===== config.mk =====
export PLATFORM = sky130hd
export DESIGN_NAME = nn_host_channel_responder
export DESIGN_NICKNAME = d
export VERILOG_FILES = /design/src/rtl/nn_host_channel_responder.sv
export SDC_FILE = /design/constraint.sdc
export NUM_CORES = 1
export LEC_CHECK = 0
export ABC_CLOCK_PERIOD_IN_PS = 2660
export BUFFER_PORTS_ARGS = -buffer_cell sky130_fd_sc_hd__buf_2
export CELL_PAD_IN_SITES_DETAIL_PLACEMENT = 0
export CELL_PAD_IN_SITES_GLOBAL_PLACEMENT = 2
export CORE_MARGIN = 4
export CORE_UTILIZATION = 38
export CTS_CLUSTER_DIAMETER = 200
export CTS_CLUSTER_SIZE = 8
export DETAILED_ROUTE_END_ITERATION = 6
export PLACE_DENSITY_LB_ADDON = 0.1
export SYNTH_ARGS = -nofsm -noshare
export SYNTH_HDL_FRONTEND = slang
export SYNTH_SLANG_ARGS = --single-unit

===== constraint.sdc =====
create_clock -name clk -period 2.66 [get_ports clk]
set_clock_uncertainty 0.1 [all_clocks]
set_input_delay 0 -clock clk [delete_from_list [all_inputs] [get_ports clk]]
set_output_delay 0 -clock clk [all_outputs]
set_load 0.03 [all_outputs]

===== src/rtl/nn_host_channel_responder.sv =====
// nn_host_channel_responder
// Host-side partner of the generated neural-network top. It holds the input
// vector and serves the network's fill reads from it. It captures the network's
// drain writes into a result RAM. It sequences one inference at a time:
// IDLE -> CLR -> FILL -> RUN -> DONE -> IDLE.
// Optional feature: define NN_WATCHDOG_EN to bound the FILL and RUN waits to
// TIMEOUT_CYC cycles (expiry sets err and finishes the inference with done).
module nn_host_channel_responder #(
    parameter int DATA_W      = 8,
    parameter int N_IN        = 2,
    parameter int N_OUT       = 1,
    parameter int TIMEOUT_CYC = 1024,
    localparam int IN_AW  = ($clog2(N_IN)  > 1) ? $clog2(N_IN)  : 1,
    localparam int OUT_AW = ($clog2(N_OUT) > 1) ? $clog2(N_OUT) : 1
) (
    input  logic              clk,
    input  logic              rst,
    input  logic              host_wr,
    input  logic [IN_AW-1:0]  host_waddr,
    input  logic [DATA_W-1:0] host_wdata,
    input  logic              start,
    input  logic [OUT_AW-1:0] res_addr,
    output logic [DATA_W-1:0] res_data,
    output logic              busy,
    output logic              done,
    output logic              err,
    output logic              net_rst,
    output logic              net_fill,
    input  logic              net_ack_fill,
    output logic              net_req,
    input  logic              net_ack_network,
    input  logic              net_rd_trig,
    input  logic [IN_AW-1:0]  net_rd_addr,
    output logic [DATA_W-1:0] net_rd_data,
    input  logic              net_wr_trig,
    input  logic [OUT_AW-1:0] net_wr_addr,
    input  logic [DATA_W-1:0] net_wr_data
);

    // RAMs are sized to the full address space so every index is legal.
    // Entries at or beyond N_IN / N_OUT are never written or read by the network.
    localparam int IN_DEPTH  = 1 << IN_AW;
    localparam int OUT_DEPTH = 1 << OUT_AW;

    typedef enum logic [2:0] {
        S_IDLE,
        S_CLR,
        S_FILL,
        S_RUN,
        S_DONE
    } state_t;

    state_t state;

    logic signed [DATA_W-1:0] in_ram  [IN_DEPTH];
    logic signed [DATA_W-1:0] out_ram [OUT_DEPTH];

    logic host_oor;
    logic rd_oor;
    logic wr_oor;
    logic wd_hit;

    assign host_oor = 32'(host_waddr)  >= N_IN;
    assign rd_oor   = 32'(net_rd_addr) >= N_IN;
    assign wr_oor   = 32'(net_wr_addr) >= N_OUT;

    assign res_data = out_ram[res_addr];

`ifdef NN_WATCHDOG_EN
    localparam int WD_W = $clog2(TIMEOUT_CYC) + 1;

    logic [WD_W-1:0] wd_cnt;

    assign wd_hit = ((state == S_FILL) || (state == S_RUN)) &&
                    (wd_cnt == WD_W'(TIMEOUT_CYC - 1));

    // Watchdog: counts cycles spent waiting in FILL or RUN; any other cycle or a state change restarts it.
    always_ff @(posedge clk or posedge rst) begin
        if (rst) begin
            wd_cnt <= '0;
        end else if ((state == S_FILL && !net_ack_fill) ||
                     (state == S_RUN  && !net_ack_network)) begin
            wd_cnt <= wd_cnt + WD_W'(1);
        end else begin
            wd_cnt <= '0;
        end
    end
`else
    assign wd_hit = 1'b0;
`endif

    // Host loads the input vector only while no inference is in flight.
    always_ff @(posedge clk) begin
        if (host_wr && (state == S_IDLE) && !host_oor) begin
            in_ram[host_waddr] <= host_wdata;
        end
    end

    // Network drain writes are captured only while the network is running.
    always_ff @(posedge clk) begin
        if (net_wr_trig && (state == S_RUN) && !wr_oor) begin
            out_ram[net_wr_addr] <= net_wr_data;
        end
    end

    // Inference sequencer, registered handshake outputs, read response and sticky error.
    always_ff @(posedge clk or posedge rst) begin
        if (rst) begin
            state       <= S_IDLE;
            busy        <= 1'b0;
            done        <= 1'b0;
            err         <= 1'b0;
            net_rst     <= 1'b0;
            net_fill    <= 1'b0;
            net_req     <= 1'b0;
            net_rd_data <= '0;
        end else begin
            done    <= 1'b0;
            net_rst <= 1'b0;
            case (state)
                S_IDLE: begin
                    if (start) begin
                        state   <= S_CLR;
                        busy    <= 1'b1;
                        net_rst <= 1'b1;
                        err     <= 1'b0;
                    end
                end
                // One clear cycle gives the network time to drop any ack level left from the last run.
                S_CLR: begin
                    state    <= S_FILL;
                    net_fill <= 1'b1;
                end
                S_FILL: begin
                    if (net_ack_fill) begin
                        state    <= S_RUN;
                        net_fill <= 1'b0;
                        net_req  <= 1'b1;
                    end else if (wd_hit) begin
                        state    <= S_DONE;
                        net_fill <= 1'b0;
                        busy     <= 1'b0;
                        done     <= 1'b1;
                        err      <= 1'b1;
                    end
                end
                S_RUN: begin
                    if (net_ack_network) begin
                        state   <= S_DONE;
                        net_req <= 1'b0;
                        busy    <= 1'b0;
                        done    <= 1'b1;
                    end else if (wd_hit) begin
                        state   <= S_DONE;
                        net_req <= 1'b0;
                        busy    <= 1'b0;
                        done    <= 1'b1;
                        err     <= 1'b1;
                    end
                end
                S_DONE: begin
                    state <= S_IDLE;
                end
                default: begin
                    state <= S_IDLE;
                end
            endcase

            // Error sets come last so that they win over the clear on start.
            if (net_rd_trig) begin
                if (rd_oor) begin
                    net_rd_data <= '0;
                    err         <= 1'b1;
                end else begin
                    net_rd_data <= in_ram[net_rd_addr];
                end
            end
            if (net_wr_trig && (state == S_RUN) && wr_oor) begin
                err <= 1'b1;
            end
        end
    end

endmodule


==> out/qor.yml, run 1 <==
finish:
  multiInputGateArea_um2: 441.7
  diodes: 0
  nets: 223
  seqCellArea_um2: 1386
  area_growth_syn_to_layout_pct: 36.66
  instances_no_fill: 263
  drive_above_1_share: 0.3520
  fillCellCount: 428
worst_setup_path:
  critPathKind: "reg2reg"
  crit_path_start_kind: "flip-flop"
  crit_path_end_kind: "flip-flop"
  crit_required_ns: 2.49
  path_max_fanout: 8
  arrival_ns: 1.65
sta:
  setup_violations: 0
  hold_viol_final: 0
  max_freq_mhz: 550.3
  fin_crit_ns: 1.817
  rsz0062_at_grt: "no"
  timing.slew.headroom: 0.5457
  setup_tns_ns: 0
  tightestPinTransition_ns: 0.6808
  drv_slew: 0
  timing.final.crit_share: 0.6831
yosys:
  synthFlopType: "edfxtp_1"
  syn_area_per_cell_um2: 16.17
  yosys_warnings: 0
  yosysSeqAreaShare: 0.7522
  syn_inst: 114
  ys_seq_elements: 49
  synthesis.area_um2: 1843
  synth_edf_count: 32
  async_reset_ff_frac: 0.3469
  synth.distinct_cells: 27
floorplanning:
  io-pin-count: 50
  fp.dieH_um: 77.64
  start_util: 0.3902
  die_area_um2: 6028
  rows: 25
  core_area_um2: 4723
  die_w_um: 77.64
global_route:
  grt_pass1_wl_um: 5582
  track_usage: 0.1193
  grt_max_degree: 18
  grt_pass1_vias: 1183
  antenna_found_initial: 0
  grt_overflow_total: 0
clock_tree:
  post_cts_resized: 0
  clock_latency_ns: 0.29
  h-tree-depth: 2
  postCtsSetupBuffers: 0
  clkSlewWorstSetupHoldPaths_ns: 0.08
  cts_buffers: 5
  cts_tree: "done"
  cts_sinks: 49
  clock_path_buffers: 2
  cts_root_buffer: "clkbuf_8"
route:
  vias: 1142
  firstDrtPassIters: 4
  antenna_left: 0
  wl_per_cell_um: 12.75
  drt_iter0_markers: 36
  viasPerCell: 4.342
  drcViolationCount: 0
  wl_um: 3353
power_and_ir_drop:
  p_total_mw: 2.015
  irDropWorstVdd_uv: 432.2
  power.density_nw_per_um2: 800.0
  leakage_nw: 1.067
outcome:
  outcome: "finished, final reports clean"
place:
  port_buffers: 49
  hpwl_um: 2373
  dp_cells: 232
  place_congestion: 0.7137
worst_hold_path:
  hold_path.class: "in2reg"
flow_run:
  drv_cap: 0
==> where the power goes <==
part / total [mW] / switching, mW / internal (mW)
Combinational: 0.470 / 0.278 / 0.192
Clock: 0.532 / 0.225 / 0.306
Sequential: 1.01 / 0.0796 / 0.934
Total: 2.01 / 0.583 / 1.43
==> per-layer routing <==
layer	vias up	track usage	wire length [um]
met3	5	0.02900	156
met4	0	0.04804	36
met1	539	0.1547	1511
li1	570	-	-
met2	28	0.1918	1648
met5	-	0	0
==> stage by stage <==
| step | hold WS, ns | util | worst slack, ns | instance area, um2 |
|---|---|---|---|---|
| after floorplan | -0.1739 | - | 1.086 | 1869 |
| after global placement | 0.03319 | 0.4599 | 0.8633 | 2172 |
| after detailed placement | 0.04153 | 0.4599 | 0.8214 | 2172 |
| after CTS | 0.06418 | 0.5332 | 0.8112 | 2519 |
| after global routing | 0.07018 | 0.5332 | 0.6629 | 2519 |
| final | 0.06231 | 0.5332 | 0.8429 | 2519 |
==> placed cells by master (no fill, tap or decap) <==
master / n
a211oi_1: 2
a21boi_0: 1
a21oi_1: 9
and3_1: 1
and3_2: 1
and3_4: 1
and4b_1: 1
and4bb_2: 1
buf_2: 49
bufinv_16: 1
clkbuf_1: 1
clkbuf_8: 6
conb_1: 8
dfrtp_1: 17
dlygate4sd3_1: 23
edfxtp_1: 32
inv_1: 4
mux2_2: 8
mux2i_1: 8
nand2b_1: 1
nand3_1: 1
nor2_1: 11
nor2b_1: 2
nor2b_4: 1
nor3_1: 2
nor4b_2: 1
o21bai_1: 1
o22a_1: 1
o22ai_1: 1
==> worst paths after layout <==
path,startpoint,endpoint,slack [ns],cells after the start
max,state[1],out_ram[0][1],0.84,3
min,net_rd_addr,net_rd_data[5],0.06,3
max reg2reg,state[1],out_ram[0][1],0.84,3
min reg2reg,net_rd_data[0],net_rd_data[0],0.42,2
max in group asynchronous,rst,net_rd_data[6],1.78,3
min in group asynchronous,rst,net_rd_data[3],0.25,3
==> Yosys cell counts, drive strengths merged, types with 2 or more instances <==
cell    count  area share
buf         4       0.012
mux2i       8       0.043
inv         4      0.0081
dfrtp      17        0.23
nor3        2      0.0054
mux2        8       0.049
a21oi       9       0.024
and3        3       0.014
nor2b       3       0.014
nor2       11       0.022
edfxtp     32        0.52
a211oi      2      0.0081
==> cell families (layout without fill, tap and decap cells) <==
group | count (synthesis) | in the layout | share of synthesized area
mux | 16 | 16 | 0.09233
flops | 49 | 49 | 0.7522
compound gates | 15 | 15 | 0.04888
buf+inv | 9 | 84 | 0.02240
simple gates | 24 | 24 | 0.08214
other cells | 1 | 8 | 0.002035
==> sequential cells by signal, summed over array words and instances (netlist names) <==
signal and count:
err 1, in_ram 16, net_rst 1, state 3
net_fill 1, net_req 1, out_ram 16, busy 1
net_rd_data 8, done 1
==> critical path, stage by stage, from the launching register on <==
cell and delay, ns:
dfrtp_1 0.48, nor2b_4 0.23, nand3_1 0.12, nor2_1 0.52
==> area by class of cell <==
| class | instances | area share |
|---|---|---|
| clock inverter | 1 | 0.01192 |
| tap | 67 | 0.03328 |
| inverter | 4 | 0.005961 |
| timing repair buffer | 72 | 0.1888 |
| multi-input combinational | 63 | 0.1754 |
| sequential | 49 | 0.5504 |
| clock buffer | 7 | 0.03428 |
==> timing repair <==
item | CTS | global route
endpoints found under the hold margin | 64 | 0
hold buffers | 23 | 0
endpoints found under the setup margin | 0 | 0
(Power assumes the default switching activity.)
==> inputs of run 2 (changes only) <==
- ABC_CLOCK_PERIOD_IN_PS: 2660 -> 1600
- CORE_UTILIZATION: 38 -> 32
- clock period: 2.66 -> 1.6 ns (I/O delays scaled with it)
==> run 2 against run 1 <==
Effect of this change:
- first-iteration DRC count increased by 56%
- via count increased by 1.8%
- final cell count increased by 3.0%
- worst hold slack improved by 0.022 ns
- utilization decreased by 7.3 points
- sequential share of layout area decreased by 0.73 points
==> out/qor.yml, run 2 (synthesized netlist as in run 1, its figures left out) <==
outcome:
  outcome: "finished, final reports clean"
route:
  antenna_left: 0  # unchanged
  vias: 1163  # +1.8%
  wl_um: 3484  # +3.9%
  firstDrtPassIters: 4  # unchanged
  viasPerCell: 4.292  # -1.2%
  wl_per_cell_um: 12.86  # +0.84%
  drcViolationCount: 0  # unchanged
  drt_iter0_markers: 56  # +56%
clock_tree:
  cts_sinks: 49  # unchanged
  cts_buffers: 5  # unchanged
  cts_tree: "done"
  clock_path_buffers: 2  # unchanged
  clkSlewWorstSetupHoldPaths_ns: 0.09  # about the same
  h-tree-depth: 2  # unchanged
  cts_root_buffer: "clkbuf_8"
  clock_latency_ns: 0.29  # about the same
finish:
  nets: 226  # +1.3%
  diodes: 0  # unchanged
  fillCellCount: 534  # +25%
  drive_above_1_share: 0.3719  # +0.01982
  layout_common_cells: "buf_2 (49), edfxtp_1 (32), dlygate4sd3_1 (23)"
  layout_commonest_cell: "buf_2"
  final_util: 0.4607  # -0.07254
  seqCellArea_um2: 1386  # unchanged
  multiInputGateArea_um2: 442.9  # +0.28%
  top_regs: "in_ram (16), out_ram (16), net_rd_data (8)"
  area_growth_syn_to_layout_pct: 38.49
power_and_ir_drop:
  leakage_nw: 1.080  # +1.2%
  p_total_mw: 3.387  # +68%
  irDropWorstVdd_uv: 671.0  # +55%
  power.density_nw_per_um2: 1327  # +66%
worst_setup_path:
  max_stage_delay_ns: 0.47  # -0.05 ns
  crit_path_end_kind: "flip-flop"
  path_cells: "nor2b_4 > nand3_1 > nor2_1 > buf_4"
  crit_path_start_kind: "flip-flop"
  critPathKind: "reg2reg"
  crit_slowest_cell: "dfrtp_1"
  arrival_ns: 1.33  # -0.32 ns
  crit_required_ns: 1.51  # -0.98 ns
  path_max_fanout: 8  # unchanged
global_route:
  grt_pass1_vias: 1189  # +0.51%
  track_usage: 0.1051  # -0.01428
  grt_overflow_total: 0  # unchanged
  antenna_found_initial: 0  # unchanged
  grt_pass1_wl_um: 5754  # +3.1%
  grt_max_degree: 18  # unchanged
floorplanning:
  core_area_um2: 5540  # +17%
  rows: 27  # +8.0%
  die_area_um2: 7038  # +17%
  io-pin-count: 50  # unchanged
  fp.dieH_um: 83.89  # +8.0%
  start_util: 0.3327  # -0.05754
  die_w_um: 83.89  # +8.0%
sta:
  tightestPinTransition_ns: 0.6847  # +0.003910 ns
  setup_violations: 0  # unchanged
  setup_tns_ns: 0  # unchanged
  drv_slew: 0  # unchanged
  timing.final.crit_share: 0.8882  # +0.2050
  setup_slack_ns: 0.1789  # -0.6639 ns
  whs_ns: 0.08463  # +0.02232 ns
  rsz0062_at_grt: "no"
  max_freq_mhz: 703.7  # +28%
  fin_crit_ns: 1.421  # -0.3961 ns
  timing.slew.headroom: 0.5430  # -0.002609
  hold_viol_final: 0  # unchanged
place:
  port_buffers: 49  # unchanged
  dp_slack_ns: 0.1258  # -0.6955 ns
  hpwl_um: 2510  # +5.8%
  place_congestion: 0.7301  # +2.3%
flow_run:
  drv_cap: 0  # unchanged
worst_hold_path:
  hold_path.class: "in2reg"
run 2: per-stage QoR:
step           instance area, um2  std cells
3_3_place_gp                 2201        240
4_1_cts                      2551        271
6_report                     2552        271
3_5_place_dp                 2201        240
2_1_floorplan                1869        121
5_1_grt                      2552        271
run 2: per-layer routing:
layer,GRT usage,routed length (um)
met3,0.04245,231
met1,0.1279,1522
met5,0,0
met4,0.03509,51
met2,0.1692,1678
run 2: worst paths after layout:
| kind | start | to | slack (ns) | cells past startpoint |
|---|---|---|---|---|
| max | state[2] | out_ram[0][0] | 0.18 | 4 |
| min | net_rd_addr | net_rd_data[2] | 0.08 | 3 |
| max reg2reg | state[2] | out_ram[0][0] | 0.18 | 4 |
| min reg2reg | busy | busy | 0.42 | 2 |
| max in group asynchronous | rst | net_rd_data[2] | 0.72 | 3 |
| min in group asynchronous | rst | net_fill | 0.25 | 3 |
run 2: power by group:
group / total, mW / switching, mW / internal, mW
Sequential: 1.64 / 0.0842 / 1.55
Combinational: 0.844 / 0.504 / 0.340
Clock: 0.907 / 0.399 / 0.508
Total: 3.39 / 0.987 / 2.40
run 2: final cells by class:
class	instances	share of cell area
clock buffer	6	0.03235
timing repair buffer	75	0.1951
clock inverter	2	0.01471
sequential	49	0.5431
multi-input combinational	63	0.1735
tap	72	0.03529
inverter	4	0.005882
run 2: worst max-delay path, delay by kind of cell, from the launching register on:
family	cells	cell delay, ns
buffers and inverters	1	0.18
DFF	1	0.47
and+or+nand+nor	3	0.39
run 2: what timing repair did:
item | CTS | global route
endpoints found under the hold margin | 63 | 0
gates resized for setup | 0 | 1
hold buffers | 23 | 0
setup buffers | 0 | 0
endpoints found under the setup margin | 0 | 8
==> inputs of run 3 (changes only) <==
- RECOVER_POWER: default -> 100
==> run 3 against run 2 <==
Effect of this change:
- worst setup slack worse by 0.019 ns
- clock power about the same
- largest cell class unchanged
- combinational power down 7.0%
- final area down 2.3%
- maximum frequency down 1.3%
- routed wire length up 0.23%
- power down 1.6%
- critical path depth down 1
- via count up 0.17%
- non-clock buffer count unchanged
- first-iteration DRC count down 13%
- final cell count unchanged
==> out/qor.yml, run 3 (synthesized netlist as in run 1, its figures left out) <==
outcome:
  outcome: "finished, final reports clean"
global_route:
  grt_max_degree: 18  # unchanged
  grt_pass1_vias: 1189  # unchanged
  antenna_found_initial: 0  # unchanged
  grt_overflow_total: 0  # unchanged
  track_usage: 0.1051  # unchanged
  grt_pass1_wl_um: 5754  # unchanged
sta:
  setup_violations: 0  # unchanged
  setup_tns_ns: 0  # unchanged
  max_freq_mhz: 694.5  # -1.3%
  drv_slew: 0  # unchanged
  hold_viol_final: 0  # unchanged
  timing.final.crit_share: 0.8999  # +0.01174
  fin_crit_ns: 1.440  # +0.01879 ns
  timing.slew.headroom: 0.5428  # about the same
  rsz0062_at_grt: "no"
  tightestPinTransition_ns: 0.6850  # +0.0003465 ns
worst_hold_path:
  hold_path.class: "in2reg"
route:
  antenna_left: 0  # unchanged
  drt_iter0_markers: 49  # -13%
  vias: 1165  # +0.17%
  wl_per_cell_um: 12.89  # +0.23%
  drcViolationCount: 0  # unchanged
  firstDrtPassIters: 4  # unchanged
  viasPerCell: 4.299  # +0.17%
  wl_um: 3492  # +0.23%
worst_setup_path:
  worstRegToRegCells: 3  # -1
  rr_endpoint: "err"
  crit_path_start: "state[1]"
  crit_slowest_cell: "nor4b_1"
  max_stage_delay_ns: 0.51  # +0.04 ns
  reg2reg_slack_ns: 0.16  # -0.02 ns
  crit_path_start_kind: "flip-flop"
  crit_path_end_kind: "flip-flop"
  rr_startpoint: "state[1]"
  path_cells: "clkbuf_1 > nor4b_1 > o22ai_1"
  arrival_ns: 1.50  # +0.17 ns
  critPathKind: "reg2reg"
  endpoint: "err"
  path_max_fanout: 6  # -2
  crit_required_ns: 1.66  # +0.15 ns
place:
  hpwl_um: 2510  # unchanged
  port_buffers: 49  # unchanged
  place_congestion: 0.7301  # unchanged
  dpl-instance-area_um2: 2201  # unchanged
power_and_ir_drop:
  sw_frac_of_total: 0.2959  # +0.004532
  leakage_nw: 0.9810  # -9.1%
  internal_power_mw: 2.346  # -2.2%
  clkPwrFrac: 0.273  # +0.005
  pwr-share-comb: 0.235  # -0.014
  p_total_mw: 3.332  # -1.6%
  power.share.sequential: 0.492  # +0.009
  p_sw_mw: 0.9860  # about the same
  power.density_nw_per_um2: 1336  # +0.65%
  irDropWorstVdd_uv: 636.2  # -5.2%
finish:
  diodes: 0  # unchanged
  seqCellArea_um2: 1386  # unchanged
  drive_above_1_share: 0.1859  # -0.1859
  layout_common_cells: "clkbuf_1 (35), edfxtp_1 (32), dlygate4sd3_1 (23)"
  layout_commonest_cell: "clkbuf_1"
  nets: 226  # unchanged
  area_growth_syn_to_layout_pct: 35.37
  final_area_um2: 2495  # -2.3%
  multiInputGateArea_um2: 431.7  # -2.5%
  top_regs: "in_ram (16), out_ram (16), net_rd_data (8)"
  fillCellCount: 555  # +3.9%
clock_tree:
  clock_path_buffers: 2  # unchanged
  clkSlewWorstSetupHoldPaths_ns: 0.09  # about the same
  cts_tree: "done"
  clock_latency_ns: 0.29  # about the same
  postCtsSetupBuffers: 0  # unchanged
  h-tree-depth: 2  # unchanged
  cts_root_buffer: "clkbuf_8"
  cts_sinks: 49  # unchanged
  cts_buffers: 5  # unchanged
floorplanning:
  die_area_um2: 7038  # unchanged
  fp.dieH_um: 83.89  # unchanged
  core_area_um2: 5540  # unchanged
  start_util: 0.3327  # unchanged
  io-pin-count: 50  # unchanged
  die_w_um: 83.89  # unchanged
  rows: 27  # unchanged
flow_run:
  drv_cap: 0  # unchanged
-- run 3: cell types whose count changed in the layout (fill, tap and decap cells not counted) --
cell      delta
and3_1       +1
nor4b_1      +1
buf_4        -1
buf_2       -35
nor4b_2      -1
clkbuf_1    +35
clkbuf_2     +1
and3_4       -1
-- run 3: worst min path at each step --
stage,start,to,slack (ns),depth (start not counted)
floorplan,rst,busy,-0.17,1
global placement,rst,net_rd_data[7],0.04,2
detailed placement,rst,net_rd_data[7],0.06,2
CTS,net_rd_addr,net_rd_data[2],0.08,3
global route,net_rd_addr,net_rd_data[2],0.08,3
finish,net_rd_addr,net_rd_data[2],0.09,3
-- run 3: layout make-up --
class	instances	area share
sequential	49	0.5557
tap	72	0.03611
multi-input combinational	63	0.1730
clock buffer	6	0.03310
timing repair buffer	75	0.1810
inverter	4	0.006018
clock inverter	2	0.01505
-- run 3: worst max-delay path, delay by kind of cell (launching register included) --
| kind | cells | cell delay (ns) |
|---|---|---|
| buf+inv | 1 | 0.15 |
| compound gates | 1 | 0.15 |
| flops | 1 | 0.40 |
| simple gates | 1 | 0.51 |
-- run 3: routing by layer --
metal  vias to the layer above  track usage  wire length, um
li1                        575            -                -
met1                       553       0.1279             1526
met2                        32       0.1692             1686
met3                         5      0.04245              228
met4                         0      0.03509               51
met5                         -            0                0
-- run 3: stage by stage --
step	hold slack, ns	util	setup WS, ns	instances
floorplan	-0.1739	-	0.02600	121
CTS	0.07878	0.4605	0.1024	271
global placement	0.04326	0.3972	0.1778	240
finish	0.08511	0.4503	0.1601	271
detailed placement	0.06093	0.3972	0.1258	240
global route	0.08362	0.4503	0.04814	271
-- run 3: repair_timing --
item | 4_1_cts | 5_1_grt
endpoints found under the setup margin | 0 | 8
hold buffers | 23 | 0
hold endpoints to repair | 63 | 0
gates resized for setup | 0 | 1
-- run 3: power groups by stage --
stage / logic (mW) / registers [mW] / clock network, mW
finish: 0.785 / 1.64 / 0.909
global route: 0.867 / 1.66 / 1.00
CTS: 0.862 / 1.64 / 0.941
detailed placement: 0.815 / 1.67 / 0
global placement: 0.805 / 1.66 / 0
floorplan: 0.383 / 1.84 / 0
